<file path="src/rtl/hazard_pkg.sv">
// Shared definitions for the IF/ID sequencing controller: FSM encodings,
// the x0 register index and the legal bubble/flush cycle limits.
package hazard_pkg;

  typedef enum logic [1:0] {
    RUN     = 2'd0,
    BUBBLE  = 2'd1,
    FLUSH   = 2'd2,
    ILLEGAL = 2'd3
  } state_t;

  localparam logic [4:0] REG_ZERO    = 5'd0;
  localparam int         MAX_BUBBLES = 3;
  localparam int         MAX_FLUSH   = 3;

endpackage

</file>
<file path="src/rtl/load_use_detect.sv">
// Combinational load-use check: the instruction entering decode reads a
// register that the load currently in ID is about to write (x0 never hazards).
module load_use_detect
  import hazard_pkg::*;
(
  input  logic       i_load_id,
  input  logic [4:0] i_write_reg_id,
  input  logic [4:0] i_rs1,
  input  logic [4:0] i_rs2,
  input  logic       i_use_rs1,
  input  logic       i_use_rs2,
  output logic       o_hazard
);

  logic w_rs1_match;
  logic w_rs2_match;

  assign w_rs1_match = i_use_rs1 & (i_rs1 == i_write_reg_id);
  assign w_rs2_match = i_use_rs2 & (i_rs2 == i_write_reg_id);
  assign o_hazard    = i_load_id & (i_write_reg_id != REG_ZERO) & (w_rs1_match | w_rs2_match);

endmodule

</file>
<file path="src/rtl/hazard_ctrl.sv">
// IF/ID sequencing controller: freeze on miss, squash on redirect, bubble on
// load-use. Perf counters are built only when HAZARD_PERF_EN is defined.
module hazard_ctrl
  import hazard_pkg::*;
#(
  parameter int LOAD_BUBBLES = 1,
  parameter int FLUSH_CYCLES = 1,
  parameter int CNT_W        = 16
) (
  input  logic             clock,
  input  logic             reset,
  input  logic             hit,
  input  logic [4:0]       rs1_IF,
  input  logic [4:0]       rs2_IF,
  input  logic             use_rs1_IF,
  input  logic             use_rs2_IF,
  input  logic             load_ID,
  input  logic [4:0]       WriteReg_ID,
  input  logic             redirect_EX,
  output logic             PCWrite,
  output logic             IFIDWrite,
  output logic             Discard_IF,
  output logic             Discard_ID,
  output logic [1:0]       state,
  output logic [CNT_W-1:0] stall_count,
  output logic [CNT_W-1:0] flush_count,
  output logic [CNT_W-1:0] freeze_count
);

  // Out-of-range parameters are clamped into 1..MAX so the 2-bit counter stays valid
  localparam int LB_EFF = (LOAD_BUBBLES > MAX_BUBBLES) ? MAX_BUBBLES :
                          (LOAD_BUBBLES < 1) ? 1 : LOAD_BUBBLES;
  localparam int FC_EFF = (FLUSH_CYCLES > MAX_FLUSH) ? MAX_FLUSH :
                          (FLUSH_CYCLES < 1) ? 1 : FLUSH_CYCLES;
  localparam logic [1:0] BUBBLE_RELOAD = 2'(LB_EFF - 1);
  localparam logic [1:0] FLUSH_RELOAD  = 2'(FC_EFF - 1);

  state_t     r_state;
  state_t     w_next_state;
  logic [1:0] r_remaining;
  logic [1:0] w_next_remaining;
  logic       w_hazard;

  load_use_detect u_detect (
    .i_load_id      (load_ID),
    .i_write_reg_id (WriteReg_ID),
    .i_rs1          (rs1_IF),
    .i_rs2          (rs2_IF),
    .i_use_rs1      (use_rs1_IF),
    .i_use_rs2      (use_rs2_IF),
    .o_hazard       (w_hazard)
  );

  assign state = r_state;

  always_ff @(posedge clock) begin
    if (!reset) begin
      r_state     <= RUN;
      r_remaining <= 2'd0;
    end else begin
      r_state     <= w_next_state;
      r_remaining <= w_next_remaining;
    end
  end

  always_comb begin
    w_next_state     = r_state;
    w_next_remaining = r_remaining;
    PCWrite          = 1'b1;
    IFIDWrite        = 1'b1;
    Discard_IF       = 1'b0;
    Discard_ID       = 1'b0;
    if (!reset) begin
      w_next_state     = RUN;
      w_next_remaining = 2'd0;
    end else if (!hit) begin
      PCWrite   = 1'b0;
      IFIDWrite = 1'b0;
    end else if (redirect_EX) begin
      Discard_IF = 1'b1;
      Discard_ID = 1'b1;
      if (FC_EFF > 1) begin
        w_next_state     = FLUSH;
        w_next_remaining = FLUSH_RELOAD;
      end else begin
        w_next_state     = RUN;
        w_next_remaining = 2'd0;
      end
    end else begin
      case (r_state)
        RUN: begin
          if (w_hazard) begin
            PCWrite    = 1'b0;
            IFIDWrite  = 1'b0;
            Discard_ID = 1'b1;
            if (LB_EFF > 1) begin
              w_next_state     = BUBBLE;
              w_next_remaining = BUBBLE_RELOAD;
            end else begin
              w_next_state     = RUN;
              w_next_remaining = 2'd0;
            end
          end else begin
            w_next_state = RUN;
          end
        end
        BUBBLE: begin
          PCWrite    = 1'b0;
          IFIDWrite  = 1'b0;
          Discard_ID = 1'b1;
          if (r_remaining <= 2'd1) begin
            w_next_state     = RUN;
            w_next_remaining = 2'd0;
          end else begin
            w_next_remaining = r_remaining - 2'd1;
          end
        end
        FLUSH: begin
          Discard_IF = 1'b1;
          Discard_ID = 1'b1;
          if (r_remaining <= 2'd1) begin
            w_next_state     = RUN;
            w_next_remaining = 2'd0;
          end else begin
            w_next_remaining = r_remaining - 2'd1;
          end
        end
        default: begin
          w_next_state     = RUN;
          w_next_remaining = 2'd0;
        end
      endcase
    end
  end

`ifdef HAZARD_PERF_EN
  logic             w_stall_inc;
  logic             w_flush_inc;
  logic             w_freeze_inc;
  logic [CNT_W-1:0] r_stall_count;
  logic [CNT_W-1:0] r_flush_count;
  logic [CNT_W-1:0] r_freeze_count;

  function automatic logic [CNT_W-1:0] sat_inc(input logic [CNT_W-1:0] v);
    return (v == {CNT_W{1'b1}}) ? v : v + {{(CNT_W-1){1'b0}}, 1'b1};
  endfunction

  assign w_freeze_inc = reset & ~hit;
  assign w_flush_inc  = reset & hit & redirect_EX;
  assign w_stall_inc  = reset & hit & ~redirect_EX &
                        (((r_state == RUN) & w_hazard) | (r_state == BUBBLE));

  // Saturating event counters
  always_ff @(posedge clock) begin
    if (!reset) begin
      r_stall_count  <= '0;
      r_flush_count  <= '0;
      r_freeze_count <= '0;
    end else begin
      r_stall_count  <= w_stall_inc  ? sat_inc(r_stall_count)  : r_stall_count;
      r_flush_count  <= w_flush_inc  ? sat_inc(r_flush_count)  : r_flush_count;
      r_freeze_count <= w_freeze_inc ? sat_inc(r_freeze_count) : r_freeze_count;
    end
  end

  assign stall_count  = r_stall_count;
  assign flush_count  = r_flush_count;
  assign freeze_count = r_freeze_count;
`else
  assign stall_count  = '0;
  assign flush_count  = '0;
  assign freeze_count = '0;
`endif

endmodule

</file>
<file path="config.mk">
export PLATFORM = sky130hd
export DESIGN_NAME = hazard_ctrl
export DESIGN_NICKNAME = d
export VERILOG_FILES = /design/src/rtl/hazard_pkg.sv /design/src/rtl/load_use_detect.sv /design/src/rtl/hazard_ctrl.sv
export SDC_FILE = /design/constraint.sdc
export NUM_CORES = 1
export LEC_CHECK = 0
export BUFFER_PORTS_ARGS = -buffer_cell sky130_fd_sc_hd__buf_2
export CORE_UTILIZATION = 30
export DETAILED_ROUTE_END_ITERATION = 12
export MAX_ROUTING_LAYER = met4
export PLACE_DENSITY_LB_ADDON = 0.05
export SLEW_MARGIN = 20
export SYNTH_ARGS = -nofsm -noshare
export SYNTH_HDL_FRONTEND = slang
export SYNTH_SLANG_ARGS = --single-unit
</file>
<file path="constraint.sdc">
create_clock -name clock -period 2.2 [get_ports clock]
set_clock_uncertainty 0.05 [all_clocks]
set_input_delay 0.66 -clock clock [delete_from_list [all_inputs] [get_ports clock]]
set_output_delay 0.66 -clock clock [all_outputs]
set_load 0.005 [all_outputs]
</file>
==> results of run 1 <==
-- power by group through the flow --
stage | clock (µW) | combinational, µW | sequential [µW]
final | 0 | 82.0 | 0
after global routing | 0 | 95.1 | 0
after CTS | 0 | 79.7 | 0
after detailed placement | 0 | 76.4 | 0
after global placement | 0 | 76.6 | 0
after floorplan | 0 | 106 | 0
-- Yosys cell counts --
| cell | n | area, µm² |
|---|---|---|
| o21bai_1 | 1 | 7.51 |
| nor4_1 | 2 | 12.5 |
| o2111ai_1 | 1 | 8.76 |
| buf_4 | 51 | 383 |
| a2bb2oi_2 | 1 | 15.0 |
| inv_1 | 2 | 7.51 |
| and3_1 | 1 | 6.26 |
| o2111ai_2 | 1 | 15.0 |
| or4_4 | 1 | 11.3 |
| conb_1 | 1 | 3.75 |
| xnor2_1 | 2 | 17.5 |
| a32oi_1 | 1 | 8.76 |
| and2_0 | 1 | 6.26 |
| xor2_1 | 8 | 70.1 |
-- routing by layer --
layer	vias to the layer above	routed length, µm
li1	191	-
met1	166	335
met2	48	342
met3	0	147
met4	0	0
met5	-	0
-- through the flow --
stage	setup TNS [ns]	util [%]	hold slack, ns	instances	area (µm²)
after global routing	-0.889	32.6	1.59	125	574
after CTS	-0.777	32.2	1.58	125	568
after floorplan	-0.213	-	1.31	123	757
final	-0.757	32.6	1.58	125	574
after detailed placement	-0.821	31.3	1.58	125	553
after global placement	-0.844	31.3	1.58	125	553
-- timing repair --
item / 4_1_cts / 5_1_grt
pin swaps: 3 / 0
gates resized for setup: 4 / 1
endpoints found under the setup margin: 3 / 3
hold buffers: 0 / 0
-- cells by family (layout without fill, tap and decap cells) --
kind of cell	Yosys count	after routing	synth area share, %
buf+inv	53	30	68.1
xor+xnor	10	10	15.3
compound gates	5	5	9.61
simple gates	5	5	6.33
other cells	1	50	0.654
-- cell type report --
| cell class | instances | area share, % |
|---|---|---|
| inverter | 2 | 1.31 |
| multi-input combinational | 70 | 64.9 |
| tap | 25 | 5.45 |
| timing repair buffer | 28 | 28.3 |
-- how the worst max path moves through the flow --
stage / end / slack [ns] / cells after the start
finish: IFIDWrite / -0.27 / 5
CTS: IFIDWrite / -0.28 / 5
global placement: IFIDWrite / -0.30 / 5
floorplan: PCWrite / -0.17 / 4
detailed placement: IFIDWrite / -0.30 / 5
global route: PCWrite / -0.30 / 5
-- tightest hold or removal path, cell delays in order --
cell	delay, ns
buf_2	0.12
a2bb2oi_2	0.06
buf_2	0.12
-- placed cells by master, fill, tap and decap left out, drive strengths merged --
master	instances
conb	50
buf	28
xor2	8
xnor2	2
inv	2
nor4	2
o2111ai	2
and2	1
a32oi	1
or4	1
and3	1
o21bai	1
a2bb2oi	1
==> impl_metrics.toml, run 1 <==
[status]
run_status = "complete, but fails checks"
failed_checks = "setup timing"

[sta]
timing.fmax_ghz = 0.405
final.min_clock_period_ns = 2.47
fin_crit_sh_pct = 112
grt_setup_unrepaired = "yes"
timing_max_transition_violations_final = 0
worst_slack_ns = -0.270
report.final.hold_viol_count = 0
setup_viol = 3

[pwr]
net_switching_share_of_the_total_power_pct = 56.1
combPwrFrac_pct = 100.0
power.sequential.fraction_pct = 0
p_sw_uw = 46.0
cellPowerDensity_nw_per_um2 = 143
clock_power_share_pct = 0
internal_power_uw = 36.0
vdd_drop_max_mv = 0.0420
power_leakage_uw = 0.000348
report.power.total_uw = 82.0

[global_route]
grt.met1_usage_pct = 8.24
grt_busiest_layer = "met2"
groute.layer.met3.usage_pct = 0.397
grt_pass1_wl_um = 966
grt_max_degree = 5
first_global_vias = 255
gr-usage-met2_pct = 11.1
antenna_found_initial = 0
grt_util_all_layers_pct = 6.27
grt_remaining_overflow = 0

[synthesis]
ys_warn_count = 0
yosysUniqueCellTypes = 14
synth_area_per_cell_um2 = 7.74
synthesis.area_um2 = 573
seq_total_area_yosys_pct = 0
netlist_instances = 74

[setup_path]
critPathArrivalTime_ns = 1.76
critPathCaptureType = "primary output"
critPathBufInv = 2
critPathSlowestCell = "or4_4"
critical_path_class = "in2out"
cp_cell_sequence = "buf_6 -> or4_4 -> o2111ai_2 -> a2bb2oi_2 -> buf_2"
path_max_fanout = 2
timing.critical_path.required_ns = 1.49
critical-path-top-delay-family = "simple AND/OR/NAND/NOR gates"
crit_path_max_cell_delay_ns = 0.54
crit_start = "WriteReg_ID[0]"
critical_path.startpoint_type = "primary input"

[routing]
drcViolationCount = 0
wl_um = 825
num_vias = 405
number_of_drc_violations_after_detailed_routing_iteration_0 = 1
vias_per_cell = 3.24
routedWlPerCell_um = 6.60
ant_nets = 0
drt-pass1-iter-count = 2

[job]
max-cap-violations = 0

[final_layout]
multi_input_area_um2 = 373
num_antenna_cells = 0
number_of_clock_buffers_in_the_layout = 0
n_sequential_cell = 0
num-nets-final = 124
seq_cell_area_um2 = 0
layout-area-overhead-vs-synth_pct = 0.218
post_route_cells_drive_above_1_share_pct = 32.0
fillers = 195

[placement]
port-buffer-count = 25
post-dp-hpwl_um = 760
gp_congestion = 0.635
place_worst_setup_slack_ns = -0.295

[hold_path]
hp-start = "reset"
min_path_type = "in2out"
hold_depth = 3
worstHoldEndpoint = "PCWrite"

[floorplan]
starting_density_pct = 32.5
die_y_um = 45.7
dieArea_um2 = 2090
boundaryPins = 76
core.rowCount = 15
core_area_um2 = 1760
die_width_um = 45.7

[clock_tree]
post_cts_buffers = 0
Note: power is estimated with default switching activity, not from simulation.
==> inputs of run 2 (changes only) <==
--- a/config.mk
+++ b/config.mk
@@ -6,6 +6,7 @@
 export NUM_CORES = 1
 export LEC_CHECK = 0
 export BUFFER_PORTS_ARGS = -buffer_cell sky130_fd_sc_hd__buf_2
+export CORE_MARGIN = 4
 export CORE_UTILIZATION = 30
 export DETAILED_ROUTE_END_ITERATION = 12
 export MAX_ROUTING_LAYER = met4
==> constraint.sdc (replaced) <==
create_clock -name clock -period 2 [get_ports clock]
set_clock_uncertainty 0.05 [all_clocks]
set_input_delay 0.6 -clock clock [delete_from_list [all_inputs] [get_ports clock]]
set_output_delay 0.6 -clock clock [all_outputs]
set_load 0.005 [all_outputs]
==> impl_metrics.toml, run 2 (synthesis results as in run 1) <==
[global_route]
first_global_vias = 293
grt.met1_usage_pct = 8.93
grt_util_all_layers_pct = 5.76
gr-usage-met2_pct = 8.05
antenna_found_initial = 0
grt_max_degree = 5
grt_busiest_layer = "met1"
grt_remaining_overflow = 0
groute.layer.met3.usage_pct = 1.15
grt_pass1_wl_mm = 1.21

[setup_path]
critPathSlowestCell = "or4_4"
crit_path_max_cell_delay_ns = 0.54
path_max_fanout = 2
timing.critical_path.required_ns = 1.35
critical-path-top-delay-family = "simple AND/OR/NAND/NOR gates"
critical_path.startpoint_type = "primary input"
critPathCaptureType = "primary output"
critPathArrivalTime_ns = 1.72
cp_cell_sequence = "buf_6 -> or4_4 -> o2111ai_2 -> a2bb2oi_2 -> buf_2"
critPathBufInv = 2
critical_path_class = "in2out"

[routing]
drt-pass1-iter-count = 3
drcViolationCount = 0
num_vias = 386
routedWlPerCell_um = 8.40
number_of_drc_violations_after_detailed_routing_iteration_0 = 1
wl_mm = 1.04
vias_per_cell = 3.11
ant_nets = 0

[hold_path]
min_path_type = "in2out"

[floorplan]
die_width_um = 51.7
core_area_um2 = 1760
core.rowCount = 15
starting_density_pct = 32.5
boundaryPins = 76
dieArea_um2 = 2670
die_y_um = 51.7

[final_layout]
final_cell_mix = "50 x conb_1, 22 x buf_2, 8 x xor2_1, 3 x buf_6"
mostFrequentLayoutCell = "conb_1"
post_route_cells_drive_above_1_share_pct = 32.3
n_sequential_cell = 0
num-nets-final = 123
seq_cell_area_um2 = 0
number_of_clock_buffers_in_the_layout = 0
num_antenna_cells = 0
layout-area-overhead-vs-synth_pct = 0.655

[sta]
timing_max_transition_violations_final = 0
timing.fmax_ghz = 0.423
setup_viol = 3
final.min_clock_period_ns = 2.37
report.final.hold_viol_count = 0
fin_crit_sh_pct = 118
worst_hold_slack_ns = 1.46
grt_setup_unrepaired = "yes"
worst_slack_ns = -0.365

[job]
max-cap-violations = 0

[status]
failed_checks = "setup timing"
run_status = "complete, but fails checks"

[pwr]
cellPowerDensity_nw_per_um2 = 160
power_leakage_uw = 0.000345
report.power.total_uw = 92.5
vdd_drop_max_mv = 0.0588

[placement]
port-buffer-count = 25
post-dp-hpwl_um = 971
gp_congestion = 0.698

[clock_tree]
cts.hold.buffers_added = 0
## run 2: power by group
part | internal [µW] | total, µW | switching [µW]
sequential | 0 | 0 | 0
clock | 0 | 0 | 0
combinational | 39.6 | 92.5 | 53.0
total | 39.6 | 92.5 | 53.0
## run 2: layer usage
metal  wire, µm  up-vias
met5          0        -
met4          0        0
met3        248        0
met1        372      152
li1           -      187
met2        421       47
## run 2: final timing paths
| path | end | cells after the start | start |
|---|---|---|---|
| worst min-delay path | PCWrite | 3 | reset |
| worst max-delay path | IFIDWrite | 5 | WriteReg_ID[0] |
## run 2: layout make-up
cell class,count,area (µm²)
timing repair buffer,27,159
tap,25,31.3
inverter,2,7.51
multi-input combinational,70,379
fill,212,1190
## run 2: per-stage QoR
stage                     util, %  cells  setup WS (ns)  area [µm²]  setup TNS, ns
after floorplan                 -    123         -0.251         757         -0.413
after global placement       30.9    124         -0.382         546          -1.14
after detailed placement     30.9    124         -0.383         546          -1.10
after CTS                    32.0    124         -0.364         564          -1.02
after global routing         32.7    124         -0.424         577          -1.19
final                        32.7    124         -0.365         577          -1.02
## run 2: what timing repair did
item,4_1_cts,5_1_grt
pin swaps,5,1
resized for setup,5,2
endpoints found under the setup margin,3,3
buffers inserted,0,0
==> inputs of run 3 (changes only) <==
--- a/config.mk
+++ b/config.mk
@@ -5,7 +5,7 @@
 export SDC_FILE = /design/constraint.sdc
 export NUM_CORES = 1
 export LEC_CHECK = 0
-export BUFFER_PORTS_ARGS = -buffer_cell sky130_fd_sc_hd__buf_2
+export BUFFER_PORTS_ARGS = -buffer_cell sky130_fd_sc_hd__clkbuf_2
 export CORE_MARGIN = 4
 export CORE_UTILIZATION = 30
 export DETAILED_ROUTE_END_ITERATION = 12
==> impl_metrics.toml, run 3 (synthesis results as in run 1) <==
[sta]
setup_viol = 3
timing.fmax_ghz = 0.424
report.final.hold_viol_count = 0
worst_slack_ns = -0.356
timing_max_transition_violations_final = 0
fin_crit_sh_pct = 118
final.min_clock_period_ns = 2.36
grt_setup_unrepaired = "yes"
setup_tns_ns = -0.996

[global_route]
grt_util_all_layers_pct = 5.33
grt_pass1_wl_mm = 1.12
grt_max_degree = 5
grt_remaining_overflow = 0
antenna_found_initial = 0
first_global_vias = 261

[routing]
number_of_drc_violations_after_detailed_routing_iteration_0 = 2
metal2_wl_um = 410
wl_mm = 1.05
drcViolationCount = 0
vias_per_cell = 3.14
topRoutingLayerUsed = "met3"
wl_met3_um = 201
m1WireLength_um = 440
ant_nets = 0
drt-pass1-iter-count = 3
num_vias = 393
routedWlPerCell_um = 8.42

[status]
run_status = "complete, but fails checks"
failed_checks = "setup timing"

[final_layout]
fillers = 210
layout-area-overhead-vs-synth_pct = 4.59
seq_cell_area_um2 = 0
post_route_cells_drive_above_1_share_pct = 35.0
final_cell_mix = "50 x conb_1, 20 x clkbuf_2, 7 x xor2_1, 3 x buf_6, 3 x buf_4"
multi_input_area_um2 = 394
n_sequential_cell = 0
stdcell_area_um2 = 599
num-nets-final = 124
number_of_clock_buffers_in_the_layout = 0
mostFrequentLayoutCell = "conb_1"
num_antenna_cells = 0

[placement]
post-dp-hpwl_mm = 1.00
dpl-instance-area_um2 = 553
port-buffer-count = 25
gp_congestion = 0.674
place_worst_setup_slack_ns = -0.366

[setup_path]
critical_path.startpoint_type = "primary input"
timing.critical_path.required_ns = 1.35
critical_path_class = "in2out"
critPathCaptureType = "primary output"
path_max_fanout = 2
critPathArrivalTime_ns = 1.71

[floorplan]
die_y_um = 51.7
boundaryPins = 76
core_area_um2 = 1760
die_width_um = 51.7
core.rowCount = 15
starting_density_pct = 32.5
dieArea_um2 = 2670

[hold_path]
min_path_type = "in2out"
worstHoldEndpoint = "PCWrite"
hp-start = "reset"
hold_depth = 3

[pwr]
power_leakage_uw = 0.000359
report.power.total_uw = 97.2
cellPowerDensity_nw_per_um2 = 162
vdd_drop_max_mv = 0.0462

[job]
max-cap-violations = 0

[clock_tree]
cts.hold.buffers_added = 0
post_cts_buffers = 0
run 3: changes by cell type in the layout (fill, tap and decap cells not counted):
cell | previous run | this run
buf_2 | 22 | 2
clkbuf_2 | 0 | 20
a32oi_1 | 1 | 0
a32oi_2 | 0 | 1
buf_4 | 2 | 3
xor2_1 | 8 | 7
xor2_2 | 0 | 1
run 3: repair_timing:
action,in CTS,in global routing
pin swaps,3,1
cloned,0,0
resized for setup,1,12
setup endpoints to repair,3,3
run 3: worst max-delay path by stage:
stage,start,to,slack [ns],cells past startpoint
2_1_floorplan,WriteReg_ID[0],PCWrite,-0.25,4
3_3_place_gp,WriteReg_ID[0],PCWrite,-0.36,5
3_5_place_dp,WriteReg_ID[0],PCWrite,-0.37,5
4_1_cts,WriteReg_ID[0],PCWrite,-0.37,5
5_1_grt,rs1_IF[3],Discard_ID,-0.42,6
6_report,WriteReg_ID[0],IFIDWrite,-0.36,5
run 3: critical path, stage by stage:
cell and delay [ns]:
buf_6 0.09, or4_4 0.53, o2111ai_2 0.19, a2bb2oi_2 0.17
buf_2 0.13
run 3: per-layer routing:
layer / global-route usage (%) / vias to the layer above
li1: - / 189
met1: 8.93 / 157
met2: 7.20 / 47
met3: 0.287 / 0
met4: 0 / 0
met5: - / -
run 3: through the flow:
| stage | std cells | hold slack, ns | utilization, % |
|---|---|---|---|
| 2_1_floorplan | 123 | 1.19 | - |
| 3_3_place_gp | 125 | 1.45 | 31.3 |
| 3_5_place_dp | 125 | 1.45 | 31.3 |
| 4_1_cts | 125 | 1.46 | 31.6 |
| 5_1_grt | 125 | 1.47 | 34.0 |
| 6_report | 125 | 1.45 | 34.0 |
run 3: layout make-up:
class,count,share of cell area (%)
inverter,2,1.25
tap,25,5.22
multi-input combinational,70,65.8
timing repair buffer,28,27.8
run 3: report_power, final:
part | internal (µW) | switching, µW | leakage, µW
logic | 41.8 | 55.5 | 0.000359
registers | 0 | 0 | 0
clock network | 0 | 0 | 0
